===== src/rtl/ucore_axi_rd_arb.sv =====
// ucore_axi_rd_arb: two-requester, round-robin arbiter issuing single-word
// AXI4 reads with at most one read outstanding.
// Optional build macro UCORE_ARB_TIMEOUT_EN adds an R-phase watchdog
// (parameter TIMEOUT) and a DRAIN state that absorbs a late beat.
module ucore_axi_rd_arb #(
    parameter int TIMEOUT = 255
) (
    input  logic        clk,
    input  logic        aresetn,
    // requester side
    input  logic        req0_valid,
    input  logic [27:0] req0_addr,
    output logic        req0_ready,
    input  logic        req1_valid,
    input  logic [27:0] req1_addr,
    output logic        req1_ready,
    output logic        rsp0_valid,
    output logic        rsp1_valid,
    output logic [31:0] rsp_data,
    output logic        rsp_err,
    // AXI read address channel
    output logic [27:0] m_axi_araddr,
    output logic        m_axi_arvalid,
    output logic [3:0]  m_axi_arid,
    input  logic        m_axi_arready,
    output logic [7:0]  m_axi_arlen,
    output logic [2:0]  m_axi_arsize,
    output logic [1:0]  m_axi_arburst,
    output logic [3:0]  m_axi_arcache,
    output logic [2:0]  m_axi_arprot,
    output logic        m_axi_arlock,
    output logic [3:0]  m_axi_arqos,
    // AXI read data channel
    input  logic [31:0] m_axi_rdata,
    input  logic [3:0]  m_axi_rid,
    input  logic [1:0]  m_axi_rresp,
    input  logic        m_axi_rlast,
    input  logic        m_axi_rvalid,
    output logic        m_axi_rready
);

`ifdef UCORE_ARB_TIMEOUT_EN
    typedef enum logic [1:0] {
        S_IDLE  = 2'd0,
        S_AR    = 2'd1,
        S_R     = 2'd2,
        S_DRAIN = 2'd3
    } state_t;

    // watchdog is at least 8 bits wide, wider if TIMEOUT needs it
    localparam int TW_RAW = $clog2(TIMEOUT + 1);
    localparam int TW     = (TW_RAW > 8) ? TW_RAW : 8;
`else
    typedef enum logic [1:0] {
        S_IDLE = 2'd0,
        S_AR   = 2'd1,
        S_R    = 2'd2
    } state_t;
`endif

    state_t      r_state;
    state_t      w_state_nxt;

    logic        r_pri;          // 0: requester 0 wins a tie, 1: requester 1 wins
    logic [27:0] r_araddr;
    logic [3:0]  r_arid;
    logic        r_rsp0_valid;
    logic        r_rsp1_valid;
    logic [31:0] r_rsp_data;
    logic        r_rsp_err;

    logic        w_gnt0;
    logic        w_gnt1;
    logic        w_grant;
    logic        w_issue;
    logic        w_r_hs;
    logic        w_beat_err;
    logic        w_timeout;

`ifdef UCORE_ARB_TIMEOUT_EN
    logic [TW-1:0] r_tcnt;
`endif

    // rresp[0] only distinguishes OKAY/EXOKAY, which both count as success
    logic w_unused_ok;
    assign w_unused_ok = ^{m_axi_rresp[0], 1'(TIMEOUT)};

    // round-robin pick between the two requesters
    always_comb begin
        w_gnt0  = req0_valid && (!req1_valid || !r_pri);
        w_gnt1  = req1_valid && (!req0_valid ||  r_pri);
        w_grant = w_gnt0 || w_gnt1;
    end

    // a beat is in error on SLVERR/DECERR, an id mismatch or a missing rlast
    assign w_beat_err = m_axi_rresp[1] || (m_axi_rid != r_arid) || !m_axi_rlast;

    // next-state logic and combinational handshake outputs
    always_comb begin
        w_state_nxt   = r_state;
        w_issue       = 1'b0;
        w_r_hs        = 1'b0;
        w_timeout     = 1'b0;
        req0_ready    = 1'b0;
        req1_ready    = 1'b0;
        m_axi_arvalid = 1'b0;
        m_axi_rready  = 1'b0;
        case (r_state)
            S_IDLE: begin
                req0_ready = w_gnt0;
                req1_ready = w_gnt1;
                if (w_grant) begin
                    w_issue     = 1'b1;
                    w_state_nxt = S_AR;
                end
            end
            S_AR: begin
                m_axi_arvalid = 1'b1;
                if (m_axi_arready)
                    w_state_nxt = S_R;
            end
            S_R: begin
                m_axi_rready = 1'b1;
                if (m_axi_rvalid) begin
                    w_r_hs      = 1'b1;
                    w_state_nxt = S_IDLE;
                end
`ifdef UCORE_ARB_TIMEOUT_EN
                // counter holds the number of R cycles already spent, so this
                // fires in the TIMEOUT-th R cycle
                else if (r_tcnt == TW'(TIMEOUT - 1)) begin
                    w_timeout   = 1'b1;
                    w_state_nxt = S_DRAIN;
                end
`endif
            end
`ifdef UCORE_ARB_TIMEOUT_EN
            S_DRAIN: begin
                // swallow the late beat; no grants until it is gone
                m_axi_rready = 1'b1;
                if (m_axi_rvalid)
                    w_state_nxt = S_IDLE;
            end
`endif
            default: w_state_nxt = S_IDLE;
        endcase
    end

    // FSM state register
    always_ff @(posedge clk or negedge aresetn) begin
        if (!aresetn)
            r_state <= S_IDLE;
        else
            r_state <= w_state_nxt;
    end

    // latch the granted request and advance the round-robin pointer
    always_ff @(posedge clk or negedge aresetn) begin
        if (!aresetn) begin
            r_araddr <= '0;
            r_arid   <= '0;
            r_pri    <= 1'b0;
        end else if (w_issue) begin
            r_araddr <= w_gnt1 ? req1_addr : req0_addr;
            r_arid   <= {3'b000, w_gnt1};
            r_pri    <= !w_gnt1;
        end
    end

    // one-cycle response pulse to whichever requester owns the outstanding read
    always_ff @(posedge clk or negedge aresetn) begin
        if (!aresetn) begin
            r_rsp0_valid <= 1'b0;
            r_rsp1_valid <= 1'b0;
            r_rsp_data   <= '0;
            r_rsp_err    <= 1'b0;
        end else begin
            r_rsp0_valid <= 1'b0;
            r_rsp1_valid <= 1'b0;
            if (w_r_hs) begin
                r_rsp0_valid <= !r_arid[0];
                r_rsp1_valid <=  r_arid[0];
                r_rsp_data   <= m_axi_rdata;
                r_rsp_err    <= w_beat_err;
            end else if (w_timeout) begin
                r_rsp0_valid <= !r_arid[0];
                r_rsp1_valid <=  r_arid[0];
                r_rsp_data   <= '0;
                r_rsp_err    <= 1'b1;
            end
        end
    end

`ifdef UCORE_ARB_TIMEOUT_EN
    // watchdog: counts cycles spent waiting in R, cleared everywhere else
    always_ff @(posedge clk or negedge aresetn) begin
        if (!aresetn)
            r_tcnt <= '0;
        else if (r_state == S_R)
            r_tcnt <= r_tcnt + 1'b1;
        else
            r_tcnt <= '0;
    end
`endif

    assign rsp0_valid    = r_rsp0_valid;
    assign rsp1_valid    = r_rsp1_valid;
    assign rsp_data      = r_rsp_data;
    assign rsp_err       = r_rsp_err;

    assign m_axi_araddr  = r_araddr;
    assign m_axi_arid    = r_arid;
    assign m_axi_arlen   = 8'd0;
    assign m_axi_arsize  = 3'b010;
    assign m_axi_arburst = 2'b01;
    assign m_axi_arcache = 4'b0011;
    assign m_axi_arprot  = 3'b000;
    assign m_axi_arlock  = 1'b0;
    assign m_axi_arqos   = 4'd0;

endmodule


===== config.mk =====
export PLATFORM = sky130hd
export DESIGN_NAME = ucore_axi_rd_arb
export DESIGN_NICKNAME = d
export VERILOG_FILES = /design/src/rtl/ucore_axi_rd_arb.sv
export SDC_FILE = /design/constraint.sdc
export NUM_CORES = 1
export LEC_CHECK = 0
export CORE_MARGIN = 2
export CORE_UTILIZATION = 29
export DETAILED_ROUTE_END_ITERATION = 12
export GPL_TIMING_DRIVEN = 0
export MAX_ROUTING_LAYER = met4
export PLACE_DENSITY = 0.79
export SLEW_MARGIN = 10
export SYNTH_ARGS = -nofsm -noshare
export SYNTH_HDL_FRONTEND = slang
export SYNTH_SLANG_ARGS = --single-unit

===== constraint.sdc =====
create_clock -name clk -period 1.5 [get_ports clk]
set_clock_uncertainty 0.2 [all_clocks]
set_input_delay 0.225 -clock clk [delete_from_list [all_inputs] [get_ports clk]]
set_output_delay 0.225 -clock clk [all_outputs]
set_load 0.05 [all_outputs]

==> summary.txt, run 1 <==
Run status
  • Outcome: finished with violations
  • Failing checks: setup timing

Timing
  • Setup ws final: -0.3047 ns
  • Hold_ws: 0.02366 ns
  • Fmax achieved: 0.5541 GHz
  • Fin. Hold Viols: 0
  • RSZ-0062 raised after global routing: true
  • Final Setup Violations: 45
  • Setup TNS Final: -10.65 ns
  • Period utilization: 1.203
  • Final Max Slew Viols: 0
  • Min Tclk post-route: 1.805 ns

Critical path
  • CP Data Arrival Time: 1.38 ns
  • Crit Reg-Reg Startpoint: r_state[0]$_DFFE_PN0P_
  • Critical path class: reg -> out
  • Slowest cell on crit path: dfrtp_2
  • Reg-to-Reg End: rsp_data[18]$_DFFE_PN0P_
  • CP startpoint kind: flip-flop
  • Slowest stage delay, CP: 0.47 ns
  • Req. time, crit path: 1.07 ns
  • Worst-path fanout max: 3
  • Setup crit end kind: output pin
  • Critical path cell sequence: nor3b_4 > nand2_2 > clkinvlp_4 > buf_8
  • Number of cells on the worst reg-to-reg path: 5
  • R2r setup slk: -0.27 ns

Clocking
  • Max Buffers Root-to-Sink: 2
  • CTS Buf Count: 9
  • CTS tree: built
  • CTS clk-pin slew, worst paths: 0.07 ns
  • H-tree depth: 3
  • Clock Sinks: 67
  • Root buf cell: clkbuf_8
  • Clk Latency, worst-skew pair: 0.33 ns

Power and ir drop
  • Pwr Density: 2266 mW/mm2
  • Clk pwr share: 0.110
  • Psw: 6.109 mW
  • Logic pwr share: 0.616
  • Power, Total: 11.80 mW
  • Leak pwr: 2.421 nW
  • Seq pwr share: 0.275
  • Sw frac: 0.5175
  • Pint: 5.695 mW
  • Maximum vdd drop: between 900 and 1000 uV

Detailed routing
  • Routed WL per cell: between 15 and 20 um
  • DRT antenna net count: 0
  • Final WL: 9486 um
  • Via count: 2894
  • DR vias/cell: 4.579
  • DR DRC count: 0
  • Initial DRC Count: 107
  • Drt first pass iters: 4

Synth
  • Post-Syn Instances: 275
  • Sequential fraction of the synthesis area: 0.5449
  • Area contributors post-synth: dfrtp_1, mux2_2, buf_4
  • Netlist cell types: 26
  • Synth area leader: dfrtp_1
  • Share of the synthesized area in the top cell type: 0.5449
  • Average footprint of a synthesized cell: 11.19 um2
  • Post-Syn Area: 0.003077 mm2
  • Synth Warn #: 0
  • Seq cells post-synth: 67

Finish
  • Most common cell after layout, fill and taps aside: clkdlybuf4s50_1
  • Finished layout cell area: 0.005210 mm2
  • Nets: around 600
  • P&R area growth vs syn: 69.34%
  • Number of fill cells: 947
  • Share of cells above drive strength 1: 0.3871
  • Most frequent cells in the layout: clkdlybuf4s50_1, buf_2, dfrtp_1
  • Cell Count, Final, Fillers Out: 632
  • N_diodes: 0

Global route
  • Vias in the first global route: 2932
  • Tot GR Track Use: 0.1690
  • Initial antenna violation count: 0
  • First-pass GRT wire length: between 10000 and 15000 um
  • GRT overflow: 0
  • Largest net degree at the start of global routing: 42

Hold path
  • Worst hold stages: 3
  • Hold EP: m_axi_araddr[0]$_DFFE_PN0P_
  • Worst hold path class: in -> reg
  • Min-delay src: req1_valid

Placed design
  • Placed cells: 604
  • Port Buffer Count: 166
  • Post-DP HPWL: ~7000 um
  • Area after DPL: 0.005049 mm2
  • RD Place Congestion: approximately 0.7

Run
  • Maxcap violations: 0

Floorplanning
  • Rows: 37
  • Area of the die: 0.01145 mm2
  • Die H: 107 um
  • Die W: 107 um
  • Area of the core: just over 0.01 mm2
  • Initial core utilization: 0.2980
  • Io pins: 197
## power by group through the flow
| stage | Combinational [mW] | Clock, mW | Sequential [mW] |
|---|---|---|---|
| after floorplan | 1.96 | 0 | 6.17 |
| after global placement | 7.39 | 0 | 3.22 |
| after detailed placement | 7.48 | 0 | 3.27 |
| after CTS | 7.37 | 1.34 | 3.25 |
| after global routing | 7.61 | 1.46 | 3.36 |
| final | 7.27 | 1.29 | 3.24 |
## registers in the layout, indices dropped and copies added (netlist names)
| signal | count |
|---|---|
| rsp_err | 1 |
| m_axi_arid | 1 |
| r_state | 2 |
| rsp0_valid | 1 |
| m_axi_araddr | 28 |
| rsp_data | 32 |
| rsp1_valid | 1 |
| r_pri | 1 |
## cells in the mapped netlist
library cell,instances
buf_4,28
a21o_1,2
nor2_1,2
buf_2,6
nand3b_2,1
dfrtp_1,67
xnor2_1,1
nor2b_1,2
nor4_1,1
and3_1,9
or2_1,1
o21ai_0,23
nand2_1,3
and2_4,1
clkbuf_1,12
nor3b_1,1
inv_1,5
a221o_1,7
a22o_1,1
nand2b_1,2
buf_6,2
conb_1,2
mux2_2,32
a21oi_1,21
a31oi_1,22
nand3_1,21
## layout make-up
type | instances | area (um2) | share of cell area
Buffer | 47 | 355.3 | 0.06820
Clock buffer | 10 | 137.6 | 0.02642
Clock inverter | 5 | 30.03 | 0.005764
Inverter | 5 | 25.02 | 0.004803
Multi-Input combinational cell | 181 | 1246 | 0.2392
Sequential cell | 67 | 1682 | 0.3228
Tap cell | 136 | 170.2 | 0.03266
Timing Repair Buffer | 181 | 1564 | 0.3002
## per-stage QoR
stage | setup slack [ns] | util
3_3_place_gp | -2.232 | 0.4873
6_report | -0.3047 | 0.5047
3_5_place_dp | -1.296 | 0.4890
4_1_cts | -0.3201 | 0.5128
2_1_floorplan | -0.0006154 | -
5_1_grt | -0.3975 | 0.5047
## how the worst max path moves through the flow
stage	startpoint	to	slack, ns	cells after the start
2_1_floorplan	r_state[0]$_DFFE_PN0P_	rsp_data[10]$_DFFE_PN0P_	-0.0006	3
3_3_place_gp	aresetn	m_axi_araddr[1]$_DFFE_PN0P_	-2.23	1
3_5_place_dp	req0_valid	req0_ready	-1.30	5
4_1_cts	r_state[0]$_DFFE_PN0P_	req0_ready	-0.32	4
5_1_grt	r_state[0]$_DFFE_PN0P_	req0_ready	-0.40	4
6_report	r_state[0]$_DFFE_PN0P_	req0_ready	-0.30	4
## timing repair
action	4_1_cts	5_1_grt
endpoints found under the hold margin	67	0
gates cloned	2	0
gates resized for setup	336	76
setup endpoints to repair	126	90
pin swaps	3	7
hold buffers	1	0
setup buffers	9	3
## per-layer routing
layer,global-route usage,vias to the layer above,wire length (um)
li1,-,1365,-
met1,0.1865,1371,3829
met2,0.2962,150,4772
met3,0.04985,8,805
met4,0.04917,0,78
met5,-,-,0
## worst max-delay path: cells and delay by family, from the launching register on
kind	cells	cell delay, ns
flip-flops	1	0.47
AND/OR/NAND/NOR	2	0.35
buffers and inverters	2	0.24
## cell families after synthesis
| family | after synthesis | share of synthesized area |
|---|---|---|
| multiplexers | 32 | 0.1171 |
| AO/OA/AOI/OAI | 76 | 0.1468 |
| XOR/XNOR | 1 | 0.002847 |
| AND/OR/NAND/NOR | 44 | 0.07971 |
| buffers and inverters | 53 | 0.1061 |
| flip-flops | 67 | 0.5449 |
| other | 2 | 0.002441 |
Note: power is estimated with default switching activity, not from simulation.
==> run 2, diff against run 1 <==
--- a/config.mk
+++ b/config.mk
@@ -5,7 +5,6 @@
 export SDC_FILE = /design/constraint.sdc
 export NUM_CORES = 1
 export LEC_CHECK = 0
-export CORE_MARGIN = 2
 export CORE_UTILIZATION = 29
 export DETAILED_ROUTE_END_ITERATION = 12
 export GPL_TIMING_DRIVEN = 0
==> run 2 against run 1 <==
  * The run still ends with setup timing left
  * Setup slack gained 0.018 ns
  * Total power up 3.2%
  * Non-clock buffer count increased by 9
  * Register-to-register slack better by 0.03 ns
  * Combinational power about the same
  * Fmax is 0.99% higher
  * Highest routed layer unchanged
  * Largest power group unchanged
  * Global-route usage is 0.72 points higher
  * Clock-buffer cell count stayed put
  * Clock power rose by 28%
==> summary.txt, run 2 (synthesis gave the netlist of run 1 again) <==
Timing
  • RSZ-0062 raised after global routing: true
  • Period utilization: 1.191 (-0.01176)
  • Hold_ws: 0.03683 ns (+0.01317 ns)
  • Min Tclk post-route: 1.787 ns (-0.01765 ns)
  • Setup TNS Final: -8.218 ns (+2.435 ns)
  • Final Max Slew Viols: 0 (unchanged)
  • Fin. Hold Viols: 0 (unchanged)
  • Fmax achieved: 0.5596 GHz (+0.99%)
  • Setup ws final: -0.2870 ns (+0.01765 ns)
  • Final Setup Violations: 44 (-2.2%)

Detailed routing
  • Final WL: 9605 um (+1.3%)
  • Via count: 2887 (-0.24%)
  • Initial DRC Count: 108 (+0.93%)
  • DR DRC count: 0 (unchanged)
  • Drt first pass iters: 4 (unchanged)
  • DRT antenna net count: 0 (unchanged)
  • DR vias/cell: 4.497 (-1.8%)
  • Routed WL per cell: 14.96 um (-0.32%)

Global route
  • GRT overflow: 0 (unchanged)
  • Vias in the first global route: 2857 (-2.6%)
  • Initial antenna violation count: 0 (unchanged)
  • Tot GR Track Use: 0.1762 (+0.007225)
  • First-pass GRT wire length: 14660 um (+1.7%)
  • Largest net degree at the start of global routing: 44 (+4.8%)

Hold path
  • Worst hold stages: 3 (unchanged)
  • Worst hold path class: in -> reg
  • Hold EP: m_axi_araddr[0]$_DFFE_PN0P_
  • Min-delay src: req1_valid

Finish
  • Most frequent cells in the layout: clkdlybuf4s50_1, buf_2, dfrtp_1
  • Fin util: 0.5170 (+0.01236)
  • Number of flip-flops under the largest register name: 32 (unchanged)
  • Share of cells above drive strength 1: 0.3972 (+0.01014)
  • P&R area growth vs syn: 73.49%
  • Nets: 602 (+1.5%)
  • Most common cell after layout, fill and taps aside: clkdlybuf4s50_1
  • N_diodes: 0 (unchanged)

Floorplanning
  • Die H: 105 um (-1.9%)
  • Area of the die: 0.01103 mm2 (-3.7%)
  • Io pins: 197 (unchanged)
  • Area of the core: 0.01032 mm2 (unchanged)
  • Initial core utilization: 0.2980 (unchanged)
  • Rows: 37 (unchanged)
  • Die W: 105 um (-1.9%)

Critical path
  • Crit. Startpoint: r_state[1]$_DFFE_PN0P_
  • Crit Reg-Reg Startpoint: r_state[0]$_DFFE_PN0P_
  • Req. time, crit path: 1.07 ns (about the same)
  • Setup crit end kind: output pin
  • Worst-path fanout max: 5 (+2)
  • Number of cells on the worst reg-to-reg path: 5 (unchanged)
  • CP Data Arrival Time: 1.36 ns (-0.02 ns)
  • R2r setup slk: -0.24 ns (+0.03 ns)
  • Critical path class: reg -> out
  • CP startpoint kind: flip-flop
  • Reg-to-Reg End: rsp_data[26]$_DFFE_PN0P_

Clocking
  • H-tree depth: 3 (unchanged)
  • Clock Sinks: 67 (unchanged)
  • Clk Latency, worst-skew pair: 0.33 ns (about the same)
  • Root buf cell: clkbuf_8
  • Max Buffers Root-to-Sink: 2 (unchanged)
  • CTS Buf Count: 9 (unchanged)
  • CTS tree: built
  • CTS clk-pin slew, worst paths: 0.07 ns (about the same)

Power and ir drop
  • Maximum vdd drop: 1233 uV (+25%)
  • Power, Total: 12.19 mW (+3.2%)
  • Pwr Density: 2283 mW/mm2 (+0.77%)
  • Leak pwr: 2.491 nW (+2.9%)

Placed design
  • Port Buffer Count: 166 (unchanged)
  • Place WS: -1.287 ns (+0.009030 ns)
  • RD Place Congestion: 0.6969 (-1.4%)
  • Post-DP HPWL: 6781 um (-3.7%)

Run status
  • Outcome: finished with violations
  • Failing checks: setup timing

Run
  • Maxcap violations: 0 (unchanged)
[run 2: changes by cell type in the layout (fill, tap and decap cells not counted), sizes merged]
cell / before / now
bufinv: 0 / 2
clkdlybuf4s15: 1 / 0
clkbuf: 18 / 20
buf: 121 / 129
clkinvlp: 3 / 2
[run 2: repair_timing]
item / 4_1_cts / 5_1_grt
endpoints found under the hold margin: 67 / 0
pin swaps: 2 / 4
buffers inserted: 8 / 11
hold buffers: 1 / 0
resized for setup: 352 / 64
endpoints found under the setup margin: 126 / 81
cloned: 3 / 0
[run 2: metrics by stage]
stage,cell area [um2],instances
2_1_floorplan,3199,301
3_3_place_gp,5031,603
3_5_place_dp,5049,604
4_1_cts,5304,632
5_1_grt,5338,642
6_report,5338,642
[run 2: area by class of cell]
cell class / instances / area, um2
multi-input cells: 181 / 1246
plain buffers: 47 / 362.8
flip-flops and latches: 67 / 1682
fillers: 958 / 4986
repair buffers: 190 / 1637
inverters: 5 / 22.52
well taps: 136 / 170.2
clock inverters: 6 / 90.09
clock buffers: 10 / 127.6
[run 2: worst max-delay path: stages (launching register included)]
cell        delay (ns)
dfrtp_2           0.47
nor3b_4           0.24
nand2_2           0.10
clkinvlp_4        0.09
buf_8             0.14
[run 2: routing by layer]
metal,share of wire,up-vias,global-route usage
met5,0,-,-
met4,0.0069,0,0.06841
met3,0.060,5,0.03493
met2,0.50,125,0.2923
met1,0.43,1369,0.2111
li1,-,1388,-
[run 2: worst max path at each step]
stage | endpoint | slack, ns | cells after the start
2_1_floorplan | rsp_data[10]$_DFFE_PN0P_ | -0.0006 | 3
3_3_place_gp | m_axi_araddr[1]$_DFFE_PN0P_ | -2.23 | 1
3_5_place_dp | req0_ready | -1.29 | 5
4_1_cts | req0_ready | -0.32 | 4
5_1_grt | req0_ready | -0.36 | 4
6_report | req0_ready | -0.29 | 4
[run 2: power by group]
part	internal (mW)	switching [mW]	total [mW]	leakage, nW
logic	2.35	4.95	7.30	1.60
registers	2.71	0.526	3.24	0.788
clock network	0.940	0.710	1.65	0.106
==> run 3, diff against run 2 <==
--- a/config.mk
+++ b/config.mk
@@ -5,11 +5,12 @@
 export SDC_FILE = /design/constraint.sdc
 export NUM_CORES = 1
 export LEC_CHECK = 0
+export CAP_MARGIN = 15
 export CORE_UTILIZATION = 29
 export DETAILED_ROUTE_END_ITERATION = 12
 export GPL_TIMING_DRIVEN = 0
 export MAX_ROUTING_LAYER = met4
-export PLACE_DENSITY = 0.79
+export PLACE_DENSITY = 0.69
 export SLEW_MARGIN = 10
 export SYNTH_ARGS = -nofsm -noshare
 export SYNTH_HDL_FRONTEND = slang
==> run 3 against run 2 <==
  * The run still ends with setup timing left
  * Fmax about the same
  * Routed wire length down 9.1%
  * Global-route usage down 1.1 points
  * Design area down 2.8%
  * Critical path depth unchanged
  * Non-clock buffer count down 12
  * Clock power about the same
  * Combinational power down 2.9%
  * Critical endpoint unchanged
==> summary.txt, run 3 (synthesis gave the netlist of run 1 again) <==
Global route
  • Tot GR Track Use: 0.1650 (-0.01126)
  • Initial antenna violation count: 1 (+1)
  • GRT overflow: 0 (unchanged)
  • First-pass GRT wire length: 13740 um (-6.3%)
  • Largest net degree at the start of global routing: 44 (unchanged)
  • Vias in the first global route: 2855 (-0.070%)

Floorplanning
  • Die W: 105 um (unchanged)
  • Rows: 37 (unchanged)
  • Initial core utilization: 0.2980 (unchanged)
  • Die H: 105 um (unchanged)
  • Io pins: 197 (unchanged)
  • Area of the die: 0.01103 mm2 (unchanged)
  • Area of the core: 0.01032 mm2 (unchanged)

Timing
  • Fin. Hold Viols: 0 (unchanged)
  • Final Max Slew Viols: 0 (unchanged)
  • Final Setup Violations: 41 (-6.8%)
  • RSZ-0062 raised after global routing: true
  • Period utilization: 1.192 (about the same)
  • Setup ws final: -0.2885 ns (-0.001477 ns)
  • Setup TNS Final: -5.687 ns (+2.531 ns)
  • Fmax achieved: 0.5591 GHz (about the same)
  • Min Tclk post-route: 1.788 ns (+0.001477 ns)

Detailed routing
  • Initial DRC Count: 99 (-8.3%)
  • Drt first pass iters: 4 (unchanged)
  • Routed WL per cell: 13.84 um (-7.5%)
  • DRT antenna net count: 0 (unchanged)
  • DR DRC count: 0 (unchanged)
  • Via count: 2870 (-0.59%)
  • Final WL: 8734 um (-9.1%)
  • DR vias/cell: 4.548 (+1.1%)

Critical path
  • Setup crit end kind: output pin
  • R2r setup slk: -0.19 ns (+0.05 ns)
  • Worst-path fanout max: 5 (unchanged)
  • Slowest cell on crit path: dfrtp_2
  • CP Data Arrival Time: 1.36 ns (about the same)
  • Slowest stage delay, CP: 0.47 ns (about the same)
  • Number of cells on the worst reg-to-reg path: 4 (-1)
  • CP startpoint kind: flip-flop
  • Crit Reg-Reg Startpoint: r_state[1]$_DFFE_PN0P_
  • Critical path class: reg -> out
  • Reg-to-Reg End: rsp_data[9]$_DFFE_PN0P_
  • Crit. Startpoint: r_state[0]$_DFFE_PN0P_
  • Req. time, crit path: 1.07 ns (about the same)
  • Critical path cell sequence: nor3b_4 > nand2_2 > clkinvlp_4 > buf_8

Finish
  • Most common cell after layout, fill and taps aside: clkdlybuf4s50_1
  • P&R area growth vs syn: 68.69%
  • Finished layout cell area: 0.005190 mm2 (-2.8%)
  • Most frequent cells in the layout: clkdlybuf4s50_1, buf_2, dfrtp_1
  • Number of flip-flops under the largest register name: 32 (unchanged)
  • Share of cells above drive strength 1: 0.3765 (-0.02071)
  • Cell Count, Final, Fillers Out: 631 (-1.7%)
  • Number of fill cells: 972 (+1.5%)
  • Nets: 590 (-2.0%)

Clocking
  • H-tree depth: 3 (unchanged)
  • Max Buffers Root-to-Sink: 2 (unchanged)
  • Root buf cell: clkbuf_8
  • Clock Sinks: 67 (unchanged)
  • Clk Latency, worst-skew pair: 0.33 ns (about the same)
  • CTS Buf Count: 9 (unchanged)
  • CTS tree: built
  • CTS clk-pin slew, worst paths: 0.07 ns (about the same)

Placed design
  • Area after DPL: 0.005056 mm2 (+0.15%)
  • Post-DP HPWL: 6339 um (-6.5%)
  • Placed cells: 604 (unchanged)
  • Port Buffer Count: 166 (unchanged)
  • RD Place Congestion: 0.7709 (+11%)

Hold path
  • Worst hold stages: 3 (unchanged)
  • Hold EP: m_axi_araddr[0]$_DFFE_PN0P_
  • Min-delay src: req1_valid
  • Worst hold path class: in -> reg

Power and ir drop
  • Pwr Density: 2308 mW/mm2 (+1.1%)
  • Maximum vdd drop: 943.8 uV (-23%)
  • Leak pwr: 2.395 nW (-3.8%)

Run status
  • Outcome: finished with violations
  • Failing checks: setup timing

Run
  • Maxcap violations: 0 (unchanged)
## run 3: cell count changes in the layout (fill, tap and decap cells not counted), sizes merged
| cell | previous run | this run |
|---|---|---|
| buf | 129 | 119 |
| dlygate4sd2 | 0 | 1 |
| dlymetal6s2s | 1 | 0 |
| clkdlybuf4s15 | 0 | 2 |
| clkinvlp | 2 | 3 |
| diode | 0 | 1 |
| clkbuf | 20 | 16 |
| clkinv | 3 | 2 |
## run 3: worst max-delay path by stage
stage,depth (start not counted),to
final,4,req0_ready
after global routing,4,req0_ready
after CTS,4,req0_ready
after detailed placement,5,req0_ready
after global placement,1,rsp_data[27]$_DFFE_PN0P_
after floorplan,3,rsp_data[10]$_DFFE_PN0P_
## run 3: worst max-delay path, delay by kind of cell, from the launching register on
family / cells / cell delay [ns]
flops: 1 / 0.47
simple gates: 2 / 0.34
buf+inv: 2 / 0.23
## run 3: timing repair
action	in CTS	in global routing
setup buffers	8	3
setup endpoints to repair	126	79
resized for setup	352	51
endpoints found under the hold margin	67	0
pin swaps	2	7
hold buffers	1	0
cloned	1	0
## run 3: through the flow
step / power, mW / hold WS [ns] / setup WS [ns] / util
2_1_floorplan: 8.129 / -0.2706 / -0.0006154 / -
3_3_place_gp: 10.63 / 0.2601 / -2.307 / 0.4873
3_5_place_dp: 10.72 / -0.03999 / -1.273 / 0.4898
4_1_cts: 12.08 / 0.02978 / -0.3117 / 0.5059
5_1_grt: 12.61 / 0.05853 / -0.3521 / 0.5027
6_report: 11.98 / 0.05127 / -0.2885 / 0.5027
## run 3: final cells by class
cell class	instances	area [um2]	share of cell area
sequential	67	1680	0.3238
timing repair buffer	178	1486	0.2864
multi-input combinational	181	1236	0.2382
buffer	47	365.4	0.07040
tap	136	170.2	0.03279
clock buffer	10	137.6	0.02652
clock inverter	6	88.84	0.01712
inverter	5	22.52	0.004339
antenna	1	2.502	0.0004822
## run 3: power breakdown
group / leakage (nW) / total, mW / internal [mW] / switching (mW)
logic: 1.50 / 7.09 / 2.23 / 4.86
clock network: 0.108 / 1.68 / 0.981 / 0.696
registers: 0.789 / 3.21 / 2.71 / 0.502
total: 2.40 / 12.0 / 5.92 / 6.06
## run 3: metal layers
metal / vias up / global-route usage / part of all wire / wire (um)
met4: 0 / 0.08048 / 0.022 / 189
met2: 150 / 0.2635 / 0.47 / 4091
met1: 1337 / 0.1971 / 0.43 / 3793
li1: 1365 / - / - / -
met3: 18 / 0.03681 / 0.076 / 660
met5: - / - / 0 / 0
